===== config.mk =====
export PLATFORM = sky130hd
export DESIGN_NAME = fetch_ctrl
export DESIGN_NICKNAME = d
export VERILOG_FILES = /design/src/rtl/fetch_ctrl_pkg.sv /design/src/rtl/fetch_ctrl_fifo.sv /design/src/rtl/fetch_ctrl.sv
export SDC_FILE = /design/constraint.sdc
export NUM_CORES = 1
export LEC_CHECK = 0
export ABC_AREA = 1
export BUFFER_PORTS_ARGS = -buffer_cell sky130_fd_sc_hd__buf_2
export CORE_MARGIN = 2
export CORE_UTILIZATION = 50
export DETAILED_ROUTE_END_ITERATION = 6
export PLACE_DENSITY = 0.76
export SETUP_SLACK_MARGIN = 0.1
export SLEW_MARGIN = 10
export SYNTH_ARGS = -nofsm -noshare
export SYNTH_HDL_FRONTEND = slang
export SYNTH_SLANG_ARGS = --single-unit

===== constraint.sdc =====
create_clock -name i_clk -period 6.35 [get_ports i_clk]
set_input_delay 0.635 -clock i_clk [delete_from_list [all_inputs] [get_ports i_clk]]
set_output_delay 0.635 -clock i_clk [all_outputs]
set_load 0.03 [all_outputs]

===== src/rtl/fetch_ctrl_pkg.sv =====
// -----------------------------------------------------------------------------
// fetch_ctrl_pkg
// Shared types for the instruction-fetch controller and its output FIFO.
//   insn_t          : 32-bit instruction word
//   INSN_NOP        : instruction substituted for faulted fetches (addi x0,x0,0)
//   fetch_entry_t   : one fetched instruction as seen by decode {pc, insn, fault}
//   fetch_state_e   : fetch FSM states {RUN, HALT}
//   IDLE_ENTRY      : value presented on the FIFO head while it is empty
//   pc_out_of_range : true when a full word at pc does not fit in the memory
// -----------------------------------------------------------------------------
package fetch_ctrl_pkg;

  typedef logic [31:0] insn_t;

  localparam insn_t INSN_NOP = 32'h0000_0013;

  typedef struct packed {
    logic [31:0] pc;
    insn_t       insn;
    logic        fault;
  } fetch_entry_t;

  typedef enum logic {
    RUN  = 1'b0,
    HALT = 1'b1
  } fetch_state_e;

  localparam fetch_entry_t IDLE_ENTRY = '{pc: 32'h0, insn: INSN_NOP, fault: 1'b0};

  // The last legal word address is imem_size-4; anything above it faults.
  function automatic logic pc_out_of_range(input logic [31:0] pc,
                                           input int unsigned imem_size);
    logic [31:0] last_pc;
    last_pc = 32'(imem_size) - 32'd4;
    return pc > last_pc;
  endfunction

endpackage


===== src/rtl/fetch_ctrl_fifo.sv =====
// -----------------------------------------------------------------------------
// fetch_fifo
// Synchronous FIFO of fetch_entry_t between the fetch controller and decode.
// Flush takes precedence over push and pop. A pop on an empty FIFO is ignored.
// The head is shown as IDLE_ENTRY while the FIFO is empty.
// Ports:
//   i_clk, i_rst_n : clock, asynchronous active-low reset
//   i_push, i_entry: write one entry
//   i_pop          : remove the head
//   i_flush        : discard all entries
//   o_head         : head entry
//   o_valid        : FIFO not empty
//   o_count        : number of stored entries, $clog2(DEPTH+1) bits
// -----------------------------------------------------------------------------
module fetch_fifo
  import fetch_ctrl_pkg::*;
#(
  parameter  int DEPTH = 3,
  localparam int CW    = $clog2(DEPTH + 1)
) (
  input  logic         i_clk,
  input  logic         i_rst_n,
  input  logic         i_push,
  input  fetch_entry_t i_entry,
  input  logic         i_pop,
  input  logic         i_flush,
  output fetch_entry_t o_head,
  output logic         o_valid,
  output logic [CW-1:0] o_count
);

  localparam int PW = (DEPTH > 1) ? $clog2(DEPTH) : 1;

  fetch_entry_t    mem_q [DEPTH];
  logic [PW-1:0]   rd_q;
  logic [PW-1:0]   wr_q;
  logic [CW-1:0]   count_q;
  logic            pop_e;

  function automatic logic [PW-1:0] ptr_inc(input logic [PW-1:0] p);
    return (p == PW'(DEPTH - 1)) ? '0 : p + PW'(1);
  endfunction

  assign pop_e = i_pop && (count_q != '0);

  always_ff @(posedge i_clk or negedge i_rst_n) begin
    if (!i_rst_n) begin
      rd_q    <= '0;
      wr_q    <= '0;
      count_q <= '0;
    end else if (i_flush) begin
      rd_q    <= '0;
      wr_q    <= '0;
      count_q <= '0;
    end else begin
      if (i_push) wr_q <= ptr_inc(wr_q);
      if (pop_e)  rd_q <= ptr_inc(rd_q);
      case ({i_push, pop_e})
        2'b10:   count_q <= count_q + CW'(1);
        2'b01:   count_q <= count_q - CW'(1);
        default: count_q <= count_q;
      endcase
    end
  end

  // Storage needs no reset: the head is masked to IDLE_ENTRY while empty.
  always_ff @(posedge i_clk) begin
    if (i_push && !i_flush) mem_q[wr_q] <= i_entry;
  end

  assign o_valid = (count_q != '0);
  assign o_head  = o_valid ? mem_q[rd_q] : IDLE_ENTRY;
  assign o_count = count_q;

endmodule


===== src/rtl/fetch_ctrl.sv =====
// -----------------------------------------------------------------------------
// fetch_ctrl
// Instruction-fetch controller. Owns the fetch PC, issues one address per cycle
// to a single-cycle-latency instruction memory, captures the returned word one
// cycle later into an output FIFO towards decode, applies redirects with a
// flush and halts after a faulting fetch until the next redirect.
//
// Optional feature macro: FETCH_CTRL_PERF_EN adds o_perf_fetched and
// o_perf_stalled (saturating, reset-only, survive redirects).
//
// Ports:
//   i_clk, i_rst_n          : clock, asynchronous active-low reset
//   o_imem_pc               : memory read address (the fetch PC)
//   i_imem_insn             : memory read data, valid the cycle after the address
//   i_imem_exception        : misalignment flag, combinational on o_imem_pc
//   i_redirect_valid/_pc    : redirect request and target from execute
//   o_valid/o_insn/o_pc/o_fault, i_ready : head of the fetch FIFO to decode
//   o_dbg_state             : current fetch FSM state
//   o_perf_fetched/_stalled : performance counters (FETCH_CTRL_PERF_EN only)
//
// Handshake: decode takes the head on any rising edge where o_valid && i_ready.
// o_valid and the head fields hold steady until that happens; i_ready may be
// asserted without o_valid and has no combinational path to o_imem_pc.
// -----------------------------------------------------------------------------
module fetch_ctrl
  import fetch_ctrl_pkg::*;
#(
  parameter logic [31:0] RESET_PC  = 32'h0000_0000,
  parameter int          IMEM_SIZE = 512,
  parameter int          DEPTH     = 3
) (
  input  logic         i_clk,
  input  logic         i_rst_n,
  output logic [31:0]  o_imem_pc,
  input  insn_t        i_imem_insn,
  input  logic         i_imem_exception,
  input  logic         i_redirect_valid,
  input  logic [31:0]  i_redirect_pc,
  output logic         o_valid,
  output insn_t        o_insn,
  output logic [31:0]  o_pc,
  output logic         o_fault,
  input  logic         i_ready,
`ifdef FETCH_CTRL_PERF_EN
  output logic [31:0]  o_perf_fetched,
  output logic [31:0]  o_perf_stalled,
`endif
  output fetch_state_e o_dbg_state
);

  localparam int CW = $clog2(DEPTH + 1);

  logic [31:0]  pc_q;
  logic         inflight_q;
  logic [31:0]  inflight_pc_q;
  logic         inflight_fault_q;
  fetch_state_e state_q;

  logic [CW-1:0] fifo_count;
  logic [CW:0]   occupancy;
  logic          fifo_valid;
  fetch_entry_t  fifo_head;
  fetch_entry_t  push_entry;
  logic          issue;
  logic          issue_fault;
  logic          push;
  logic          pop;

  // Slots already promised: stored entries plus the word coming back next cycle.
  // Only registered terms, so decode backpressure never reaches the memory address.
  assign occupancy   = {1'b0, fifo_count} + (CW + 1)'(inflight_q);
  assign issue       = (state_q == RUN) && !i_redirect_valid &&
                       (occupancy < (CW + 1)'(DEPTH));
  assign issue_fault = i_imem_exception | pc_out_of_range(pc_q, IMEM_SIZE);

  assign push       = inflight_q;
  assign push_entry = '{pc:    inflight_pc_q,
                        insn:  inflight_fault_q ? INSN_NOP : i_imem_insn,
                        fault: inflight_fault_q};
  assign pop        = fifo_valid && i_ready;

  always_ff @(posedge i_clk or negedge i_rst_n) begin
    if (!i_rst_n) begin
      pc_q             <= RESET_PC;
      inflight_q       <= 1'b0;
      inflight_pc_q    <= 32'h0;
      inflight_fault_q <= 1'b0;
      state_q          <= RUN;
    end else if (i_redirect_valid) begin
      // Dropping inflight_q discards the word returning for the old stream.
      pc_q       <= i_redirect_pc;
      inflight_q <= 1'b0;
      state_q    <= RUN;
    end else begin
      inflight_q <= issue;
      if (issue) begin
        pc_q             <= pc_q + 32'd4;
        inflight_pc_q    <= pc_q;
        inflight_fault_q <= issue_fault;
        if (issue_fault) state_q <= HALT;
      end
    end
  end

  fetch_fifo #(.DEPTH(DEPTH)) u_fifo (
    .i_clk   (i_clk),
    .i_rst_n (i_rst_n),
    .i_push  (push),
    .i_entry (push_entry),
    .i_pop   (pop),
    .i_flush (i_redirect_valid),
    .o_head  (fifo_head),
    .o_valid (fifo_valid),
    .o_count (fifo_count)
  );

  assign o_imem_pc   = pc_q;
  assign o_valid     = fifo_valid;
  assign o_insn      = fifo_head.insn;
  assign o_pc        = fifo_head.pc;
  assign o_fault     = fifo_head.fault;
  assign o_dbg_state = state_q;

`ifdef FETCH_CTRL_PERF_EN
  logic [31:0] perf_fetched_q;
  logic [31:0] perf_stalled_q;

  // A return coinciding with a redirect is flushed, so it is not counted.
  always_ff @(posedge i_clk or negedge i_rst_n) begin
    if (!i_rst_n) begin
      perf_fetched_q <= 32'h0;
      perf_stalled_q <= 32'h0;
    end else begin
      if (push && !i_redirect_valid && (perf_fetched_q != 32'hFFFF_FFFF))
        perf_fetched_q <= perf_fetched_q + 32'd1;
      if (fifo_valid && !i_ready && (perf_stalled_q != 32'hFFFF_FFFF))
        perf_stalled_q <= perf_stalled_q + 32'd1;
    end
  end

  assign o_perf_fetched = perf_fetched_q;
  assign o_perf_stalled = perf_stalled_q;
`endif

endmodule


==> results of run 1 <==
==> cells in the final DEF (no fill, tap or decap), drive strengths merged, types with 2 or more instances in the layout <==
master,count
nand4,13
o22ai,2
a21oi,4
clkbuf,34
edfxtp,195
inv,150
nand3b,5
nand2,409
clkinv,12
o21bai,4
nor2,113
or2,3
o211ai,7
o221ai,3
bufinv,3
buf,177
dfrtp,73
o21ai,44
xor2,4
ha,3
nand3,110
==> layout make-up <==
type | instances | area (µm²) | area share
tap | 313 | 391.6 | 0.02862
timing repair buffer | 177 | 910.9 | 0.06656
sequential | 268 | 7684 | 0.5615
clock buffer | 34 | 723.2 | 0.05285
clock inverter | 15 | 147.6 | 0.01079
inverter | 150 | 566.8 | 0.04142
multi-input combinational | 730 | 3261 | 0.2383
==> per-stage QoR <==
stage               total power, mW  worst slack [ps]  cells
floorplan                     3.595             346.0   1194
global placement              4.085              3209   1638
detailed placement            4.132              3149   1638
CTS                           5.680              3133   1687
global route                  5.964              2931   1687
finish                        5.654              3146   1687
==> tightest hold or removal path: stages <==
cell and delay [ps]:
buf_2 80, nand2_1 40, nand2_1 50
==> sequential cells by signal (all words and copies together), names as in the netlist <==
signal            count
u_fifo.mem_q        195
inflight_pc_q        32
o_imem_pc            32
u_fifo.o_count        2
u_fifo.rd_q           2
u_fifo.wr_q           2
inflight_fault_q      1
inflight_q            1
o_dbg_state           1
==> metal layers <==
| metal | part of all wire | vias to the layer above | GRT usage |
|---|---|---|---|
| met2 | 0.46 | 332 | 0.3440 |
| met5 | 0 | - | 0 |
| met1 | 0.45 | 4005 | 0.3116 |
| met3 | 0.075 | 32 | 0.02974 |
| li1 | - | 4179 | - |
| met4 | 0.013 | 0 | 0.04762 |
==> cell families after synthesis <==
group | share of synthesized area
XOR/XNOR | 0.003742
AND/OR/NAND/NOR | 0.2374
flip-flops | 0.6564
adder cells (fa/ha/maj) | 0.003208
buffers and inverters | 0.06671
AO/OA/AOI/OAI | 0.03250
==> worst max path at each step <==
stage | start | endpoint | slack, ps | cells after the start
finish | u_fifo.rd_q[1]$_DFFE_PN0P_ | o_pc[28] | 3150 | 9
global placement | i_redirect_valid | u_fifo.mem_q[0][34]$_DFFE_PP_ | 3210 | 5
detailed placement | i_redirect_valid | u_fifo.mem_q[0][4]$_DFFE_PP_ | 3150 | 5
floorplan | i_redirect_valid | u_fifo.mem_q[2][0]$_DFFE_PP_ | 350 | 4
CTS | u_fifo.rd_q[1]$_DFFE_PN0P_ | o_pc[28] | 3130 | 9
global route | u_fifo.rd_q[1]$_DFFE_PN0P_ | o_pc[28] | 2930 | 9
==> power groups by stage <==
stage / sequential (mW) / clock [mW] / combinational, mW
after floorplan: 2.55 / 0 / 1.04
after global placement: 2.52 / 0 / 1.56
after detailed placement: 2.54 / 0 / 1.60
after CTS: 2.50 / 1.57 / 1.61
after global routing: 2.54 / 1.65 / 1.77
final: 2.51 / 1.55 / 1.59
==> reports/qor.csv, run 1 <==
stage,metric,value,unit
run_status,outcome,"finished, final reports clean",
clock_tree,cts_tree,yes,
sta,fin_tns_setup,0,ps
layout,area_growth,16.92,%
layout,n_antenna_cell,0,
die,fp.dieH,157.0,µm
synth,synth_area_leaders,"edfxtp_1 50%, dfrtp_1 16%, nand2_1 13%, inv_1 4.6%, nand3_1 4.5%",
sta,relSlewSlack,0.3767,
die,ios,168,
sta,finalMaxSlewViolations,0,
synth,ys_warn_count,0,
die,die_area,0.02465,mm²
power,p_sw_frac,0.3621,
die,die_w,157.0,µm
power,irDropWorstVdd,245.7,µV
grt,grt_pass1_wl,41460,µm
route,ant_nets,0,
route,remaining_drc_errors,0,
critical_path,cp.arrival,2570,ps
sta,finalSetupViolCount,0,
grt,track_usage,0.2135,
route,vias_per_cell,5.067,
worst_hold_path,worstHoldStart,i_redirect_pc[7],
synth,syn_inst,1194,
power,comb_power_share,0.282,
critical_path,reg2reg_depth,8,
worst_hold_path,holdPathStages,3,
grt,overflow,0,
power,power.share.clock,0.274,
critical_path,r2r-end,o_imem_pc[7]$_DFFE_PN0P_,
clock_tree,clkTransAtPathRegs,60,ps
critical_path,critPathCaptureType,primary output,
critical_path,r2r_start,u_fifo.o_count[0]$_DFFE_PN0P_,
clock_tree,post_cts_buffers,0,
die,start_util,0.5138,
critical_path,cp-start-kind,register,
layout,n_fill_cell,1869,
grt,grt_pass1_vias,7989,
route,post_drt_wl_per_cell,15.44,µm
critical_path,cp_num_buf_inv,5,
place,placed_cell_area,0.01281,mm²
route,wl,26040,µm
critical_path,crit_slowest_cell,buf_4,
synth,yosysSeqAreaShare,0.6564,
place,dpl.hpwl,16780,µm
critical_path,slowest_delay,550,ps
layout,fin_area,0.01368,mm²
synth,ys_types,40,
die,rows,55,
run,drv_cap,0,
synth,synthTopCellsByCount,"404 x nand2_1, 195 x edfxtp_1, 144 x inv_1, 106 x nand3_1, 101 x nor2_1",
layout,fin_nets,1426,
place,port-buffer-count,167,
power,powerDensity,413.1,mW/mm²
route,dr.pass1.iters,5,
layout,drive_gt1_frac,0.1841,
critical_path,crit_chain,inv_1 > nand2_1 > inv_2 > buf_4 > nand2_1 > nand3_1 > nand2_1 > inv_1 > buf_2,
route,drt-initial-drc-count,940,
clock_tree,clk_path_buf_depth,3,
power,p_sw,2.047,mW
critical_path,reg2reg_slack,3590,ps
grt,antenna_found_initial,0,
clock_tree,post_cts_resized,0,
worst_hold_path,hold_end,o_imem_pc[7]$_DFFE_PN0P_,
synth,synth_flop_cell,edfxtp_1,
synth,syn-num-nets,1266,
synth,synth_seq_cells,268,
synth,synth.most_common_cell,nand2_1,
critical_path,required,5710,ps
synth,syn-cell-area,0.01170,mm²
critical_path,critPathKind,reg2out,
synth,synth_largest_area_cell,edfxtp_1,
sta,fin_crit,3204,ps
sta,hold_violations,0,
layout,post-route-util,0.6008,
critical_path,crit_top_cell,nand2_1,
route,num_vias,8548,
synth,synth.avg_cell_area,9.802,µm²
clock_tree,cts-root-buf,clkbuf_16,
grt,grt_max_degree,74,
critical_path,cp_max_fo,49,
clock_tree,clk_latency,520,ps
sta,tightest_slew,935.0,ps
clock_tree,h-tree-depth,1,
clock_tree,cts-buffers-inserted,27,
sta,clock-skew-final,9.971,ps
power,p_seq_frac,0.444,
die,core-area,0.02278,mm²
sta,max_freq,312.2,MHz
place,place_congestion,0.9216,
critical_path,crit_family,buffers and inverters,
sta,whs,318.6,ps
synth,yosysTopAreaCellShare,0.5003,
clock_tree,cts_hold_buf,0,
synth,async_flop_share,0.2724,
synth,synth_edf_count,195,
sta,rsz0062_at_grt,false,
power,p_int,3.606,mW
sta,finalCritPeriodShare,0.5045,
power,leakagePower,6.245,nW
worst_hold_path,worstHoldPathType,in2reg,
clock_tree,cts_sinks,268,
No activity file was read; power rests on OpenSTA's default activity.
==> run 2, diff against run 1 <==
clock period = 2.99 ns   (was 6.35 ns; I/O delays follow)
==> run 2 against run 1 <==
Compared with the run above:
- register-to-register slack got worse by 2800 ps
- clock skew grew 5.4 ps
- clock power rose by 110%
- count of clock-buffer cells in the layout rose by 9
- total power increased by 110%
- utilization up 1.4 points
- via count up 0.92%
- flip-flop and latch count unchanged
- highest routed layer unchanged
- sequential power up 110%
- non-clock buffer count rose by 22
==> reports/qor.csv, run 2 (synthesis gave the netlist of run 1 again) <==
stage,metric,value,unit,change
run_status,outcome,"finished, final reports clean",,
grt,grt_pass1_vias,8228,,+3.0%
clock_tree,h-tree-depth,1,,unchanged
sta,fin_crit,2618,ps,
sta,finalMaxSlewViolations,0,,unchanged
route,drt-initial-drc-count,715,,-24%
critical_path,cp-start-kind,register,,
sta,finalCritPeriodShare,0.8756,,
sta,hold_violations,0,,unchanged
critical_path,cp.arrival,2320,ps,-250 ps
layout,top_register,u_fifo.mem_q,,
critical_path,r2r_start,u_fifo.o_count[0]$_DFFE_PN0P_,,
route,ant_nets,0,,unchanged
worst_hold_path,worstHoldPathType,in2reg,,
critical_path,cp_max_fo,30,,-39%
layout,largest_register_ffs,195,,unchanged
critical_path,crit_slowest_cell,inv_2,,
critical_path,crit_family,buffers and inverters,,
die,start_util,0.5138,,unchanged
grt,overflow,0,,unchanged
grt,track_usage,0.2140,,+0.0005005
layout,area_growth,19.57,%,
place,port-buffer-count,167,,unchanged
place,place_congestion,0.8857,,-3.9%
grt,antenna_found_initial,0,,unchanged
grt,grt_pass1_wl,41620,µm,+0.40%
die,rows,55,,unchanged
route,post_drt_wl_per_cell,15.28,µm,-1.0%
sta,rsz0062_at_grt,false,,
critical_path,setup.worst_path.start,u_fifo.rd_q[1]$_DFFE_PN0P_,,
die,core-area,0.02278,mm²,unchanged
critical_path,cp_num_buf_inv,5,,unchanged
clock_tree,clk_latency,530,ps,about the same
layout,final_cell_mix,"404 x nand2_1, 195 x edfxtp_1, 167 x buf_2, 142 x inv_1, 106 x nand3_1",,
clock_tree,cts-root-buf,clkbuf_16,,
layout,final_common_cell,nand2_1,,
critical_path,crit_top_cell,nand2_1,,
clock_tree,clkTransAtPathRegs,60,ps,about the same
route,num_vias,8627,,+0.92%
route,remaining_drc_errors,0,,unchanged
grt,grt_max_degree,66,,-11%
layout,drive_gt1_frac,0.1918,,+0.007706
sta,relSlewSlack,0.4876,,+0.1109
route,vias_per_cell,5.045,,-0.43%
critical_path,required,2690,ps,-3020 ps
critical_path,critPathCaptureType,primary output,,
route,dr.pass1.iters,5,,unchanged
die,die_area,0.02465,mm²,unchanged
sta,max_freq,382.0,MHz,
worst_hold_path,worstHoldStart,i_redirect_pc[6],,
critical_path,crit_chain,inv_1 > nand2_1 > inv_2 > buf_4 > nand2_1 > nand3_1 > nand2_1 > inv_1 > buf_2,,
power,irDropWorstVdd,424.9,µV,+73%
critical_path,critPathKind,reg2out,,
die,ios,168,,unchanged
clock_tree,clk_path_buf_depth,3,,unchanged
route,wl,26130,µm,+0.35%
clock_tree,cts_tree,yes,,
place,dpl.hpwl,17230,µm,+2.7%
sta,fin_tns_setup,0,ps,unchanged
layout,n_antenna_cell,0,,unchanged
layout,fin_nets,1448,,+1.5%
clock_tree,cts_sinks,268,,unchanged
clock_tree,cts-buffers-inserted,27,,unchanged
clock_tree,post_cts_resized,0,,unchanged
die,fp.dieH,157.0,µm,unchanged
layout,n_fill_cell,1883,,+0.75%
power,leakagePower,6.377,nW,+2.1%
die,die_w,157.0,µm,unchanged
layout,post-route-util,0.6144,,+0.01362
run,drv_cap,0,,unchanged
power,powerDensity,861.6,mW/mm²,+110%
critical_path,slowest_delay,440,ps,-110 ps
sta,tightest_slew,768.6,ps,-166.4 ps
sta,finalSetupViolCount,0,,unchanged
sta,clock-skew-final,15.40,ps,+5.429 ps
==> run 2: changes by cell type in the layout (fill, tap and decap cells not counted), moves of 4 or more <==
cell and delta:
dlygate4sd3_1 +10, buf_12 +8, clkbuf_8 +8, buf_4 +4, clkinv_1 -4, clkinv_2 -4
==> run 2: final cells by class <==
class                   instances  area (µm²)  share of cell area
flip-flops and latches        268        7684              0.5490
multi-input cells             730        3267              0.2334
well taps                     313       391.6             0.02798
clock inverters                 7       68.82            0.004917
inverters                     150       566.8             0.04050
repair buffers                199        1201             0.08583
clock buffers                  43       815.8             0.05829
==> run 2: final timing paths <==
| check | end | cells after the start | slack [ps] |
|---|---|---|---|
| max | o_insn[15] | 9 | 370 |
| min | o_imem_pc[6]$_DFFE_PN0P_ | 3 | 30 |
| max reg2reg | o_imem_pc[23]$_DFFE_PN0P_ | 9 | 820 |
| min reg2reg | u_fifo.mem_q[1][47]$_DFFE_PP_ | 0 | 500 |
| max in group asynchronous | u_fifo.o_count[1]$_DFFE_PN0P_ | 3 | 1780 |
| min in group asynchronous | o_imem_pc[18]$_DFFE_PN0P_ | 2 | 330 |
==> run 2: what timing repair did <==
item	CTS	global route
hold buffers	10	0
setup buffers	0	0
endpoints found under the setup margin	0	0
endpoints found under the hold margin	33	0
==> run 2: per-stage QoR <==
| step | hold WS, ps | power (mW) | cells | instance area, µm² | worst slack, ps |
|---|---|---|---|---|---|
| 2_1_floorplan | 3.409 | 7.635 | 1194 | 11710 | -933.7 |
| 3_3_place_gp | 359.6 | 8.749 | 1650 | 13010 | 859.8 |
| 3_5_place_dp | 359.8 | 8.848 | 1650 | 13010 | 759.8 |
| 4_1_cts | 5.598 | 12.14 | 1710 | 13990 | 336.9 |
| 5_1_grt | 35.74 | 12.70 | 1710 | 13990 | 182.1 |
| 6_report | 25.71 | 12.06 | 1710 | 13990 | 372.1 |
==> run 2: per-layer routing <==
layer  wire [µm]  vias up  global-route usage
li1            -     4234                   -
met1       11420     4031              0.2975
met2       12440      316              0.3601
met3        1778       46             0.02836
met4         500        0             0.05286
met5           0        -                   0
==> run 2: where the power goes <==
| part | leakage, nW | internal, mW | total (mW) | switching, mW |
|---|---|---|---|---|
| clock | 0.432 | 1.95 | 3.27 | 1.32 |
| combinational | 3.28 | 0.968 | 3.47 | 2.50 |
| sequential | 2.66 | 4.80 | 5.33 | 0.521 |
| total | 6.38 | 7.72 | 12.1 | 4.33 |
==> run 2: tightest hold or removal path: cells and delay by family <==
family | cells | cell delay (ps)
AO/OA/AOI/OAI | 1 | 90
AND/OR/NAND/NOR | 1 | 40
buffers and inverters | 1 | 80
==> run 3, diff against run 2 <==
PLACE_DENSITY = 0.79   (was 0.76)
clock period = 2.4 ns   (was 2.99 ns; I/O delays follow)
==> run 3 against run 2 <==
Compared with the run above:
- sequential power grew 25%
- critical path type unchanged
- via count grew 1.9%
- first-iteration DRC count grew 14%
- final area grew 0.63%
- utilization grew 0.39 points
- final cell count grew 0.29%
- setup slack lost 160 ps
==> reports/qor.csv, run 3 (synthesis gave the netlist of run 1 again) <==
stage,metric,value,unit,change
sta,clock-skew-final,14.63,ps,-0.7707 ps
die,fp.dieH,157.0,µm,unchanged
power,finalPower,15.06,mW,+25%
die,die_area,0.02465,mm²,unchanged
power,comb_power_share,0.295,,+0.008
clock_tree,clkTransAtPathRegs,60,ps,about the same
sta,finalCritPeriodShare,0.9130,,
power,powerDensity,1069,mW/mm²,+24%
power,power.share.clock,0.263,,-0.008
layout,top_register,u_fifo.mem_q,,
grt,track_usage,0.2133,,-0.0006688
die,die_w,157.0,µm,unchanged
route,vias_per_cell,5.127,,+1.6%
route,drt-initial-drc-count,814,,+14%
die,start_util,0.5138,,unchanged
layout,fin_nets,1455,,+0.48%
clock_tree,clk_path_buf_depth,3,,unchanged
clock_tree,cts_tree,yes,,
route,num_vias,8792,,+1.9%
layout,n_fill_cell,1811,,-3.8%
grt,overflow,0,,unchanged
critical_path,cp-start-kind,register,,
grt,grt_max_degree,66,,unchanged
sta,tightest_slew,672.7,ps,-95.92 ps
power,p_int,9.619,mW,+25%
place,dpl.hpwl,17220,µm,about the same
die,rows,55,,unchanged
place,port-buffer-count,167,,unchanged
die,core-area,0.02278,mm²,unchanged
die,ios,168,,unchanged
sta,max_freq,456.4,MHz,
layout,final_common_cell,nand2_1,,
critical_path,crit_chain,inv_1 > nand2_1 > clkinv_4 > buf_12 > nand2_1 > nand3_1 > nand2_1 > inv_1 > buf_2,,
route,dr.pass1.iters,7,,+2
layout,post-route-util,0.6183,,+0.003900
layout,n_antenna_cell,0,,unchanged
power,leakagePower,6.416,nW,+0.61%
sta,rsz0062_at_grt,true,,
critical_path,slowest_delay,400,ps,-40 ps
grt,grt_pass1_wl,41550,µm,-0.17%
power,p_sw,5.437,mW,+25%
critical_path,cp_max_fo,26,,-13%
clock_tree,post_cts_buffers,0,,unchanged
critical_path,crit_top_cell,nand2_1,,
critical_path,crit_family,buffers and inverters,,
critical_path,reg2reg_slack,370,ps,-450 ps
layout,drive_gt1_frac,0.1926,,+0.0007424
layout,area_growth,20.33,%,
critical_path,cp_num_buf_inv,5,,unchanged
critical_path,required,2160,ps,-530 ps
route,remaining_drc_errors,0,,unchanged
sta,fin_crit,2191,ps,
clock_tree,cts-root-buf,clkbuf_16,,
grt,antenna_found_initial,0,,unchanged
grt,grt_pass1_vias,8103,,-1.5%
clock_tree,cts-buffers-inserted,27,,unchanged
clock_tree,clk_latency,520,ps,about the same
route,wl,26450,µm,+1.2%
critical_path,critPathCaptureType,primary output,,
layout,final_cell_mix,"403 x nand2_1, 195 x edfxtp_1, 167 x buf_2, 142 x inv_1, 106 x nand3_1",,
route,post_drt_wl_per_cell,15.43,µm,+0.93%
run_status,outcome,"finished, final reports clean",,
power,irDropWorstVdd,444.5,µV,+4.6%
place,place_congestion,0.9533,,+7.6%
worst_hold_path,worstHoldPathType,in2reg,,
critical_path,cp.arrival,1950,ps,-370 ps
sta,relSlewSlack,0.5515,,+0.06395
sta,finalMaxSlewViolations,0,,unchanged
layout,largest_register_ffs,195,,unchanged
sta,hold_violations,0,,unchanged
clock_tree,h-tree-depth,1,,unchanged
power,p_seq_frac,0.442,,about the same
power,p_sw_frac,0.3611,,+0.001624
clock_tree,cts_sinks,268,,unchanged
route,ant_nets,0,,unchanged
sta,finalSetupViolCount,0,,unchanged
critical_path,critPathKind,reg2out,,
critical_path,crit_slowest_cell,dfrtp_2,,
run,drv_cap,0,,unchanged
==> run 3: cell count changes in the layout (fill, tap and decap cells not counted), sizes merged <==
cell | before | now
buf | 189 | 190
clkbuf | 43 | 41
clkinv | 5 | 10
clkinvlp | 1 | 0
dlygate4sd3 | 10 | 14
inv | 150 | 148
==> run 3: layout make-up <==
type	instances	area (µm²)	share of cell area
Sequential cell	268	7685	0.5457
Clock buffer	39	772.0	0.05482
Inverter	150	584.3	0.04149
Timing Repair Buffer	206	1295	0.09195
Multi-Input combinational cell	730	3288	0.2335
Tap cell	313	391.6	0.02781
Clock inverter	9	67.56	0.004797
==> run 3: repair_timing <==
action / 4_1_cts / 5_1_grt
hold buffers: 14 / 0
cloned: 0 / 1
endpoints found under the setup margin: 58 / 27
hold endpoints to repair: 39 / 0
resized for setup: 5 / 4
==> run 3: power by group through the flow <==
| stage | registers (mW) | clock network (mW) | logic, mW |
|---|---|---|---|
| after detailed placement | 6.72 | 0 | 4.37 |
| final | 6.66 | 3.96 | 4.44 |
| after global routing | 6.74 | 4.23 | 4.90 |
| after floorplan | 6.74 | 0 | 2.78 |
| after CTS | 6.64 | 4.01 | 4.44 |
| after global placement | 6.68 | 0 | 4.29 |
==> run 3: metrics by stage <==
step | TNS, ps | std cells | hold WS [ps] | worst slack, ps | area (µm²)
6_report | 0 | 1715 | 18.85 | 208.8 | 14080
5_1_grt | 0 | 1715 | 9.326 | 91.94 | 14080
4_1_cts | 0 | 1714 | 2.087 | 134.7 | 14050
3_5_place_dp | 0 | 1652 | 302.8 | 398.6 | 13050
3_3_place_gp | 0 | 1652 | 303.5 | 467.7 | 13050
2_1_floorplan | -26720 | 1194 | -55.59 | -279.6 | 11770
==> run 3: path summary, 6_finish.rpt <==
path,start,to,depth (start not counted)
setup reg to reg,inflight_q$_DFF_PN0_,o_imem_pc[21]$_DFFE_PN0P_,9
min in group asynchronous,i_rst_n,o_imem_pc[22]$_DFFE_PN0P_,2
hold reg to reg,inflight_pc_q[11]$_DFFE_PN0P_,u_fifo.mem_q[2][44]$_DFFE_PP_,0
hold / removal,i_imem_insn[1],u_fifo.mem_q[1][2]$_DFFE_PP_,2
max in group asynchronous,i_rst_n,inflight_pc_q[8]$_DFFE_PN0P_,3
setup / recovery,u_fifo.rd_q[1]$_DFFE_PN0P_,o_pc[30],9
==> run 3: layer usage <==
metal  global-route usage  wire, µm  share of wire  vias up
met1               0.3042     11650           0.44     4114
li1                     -         -              -     4251
met3              0.02643      1936          0.073       39
met4              0.05330       433          0.016        0
met2               0.3515     12430           0.47      388
met5                    0         0              0        -
==> run 3: worst register-to-register path, cell delays in order, from the launching register on <==
cell and delay, ps:
dfrtp_2 450, ha_1 220, ha_1 260, nand2_1 120, nand3b_4 160, nand2_4 240, inv_2 170, nand2_1 90
nand2_1 50, nand3b_1 150
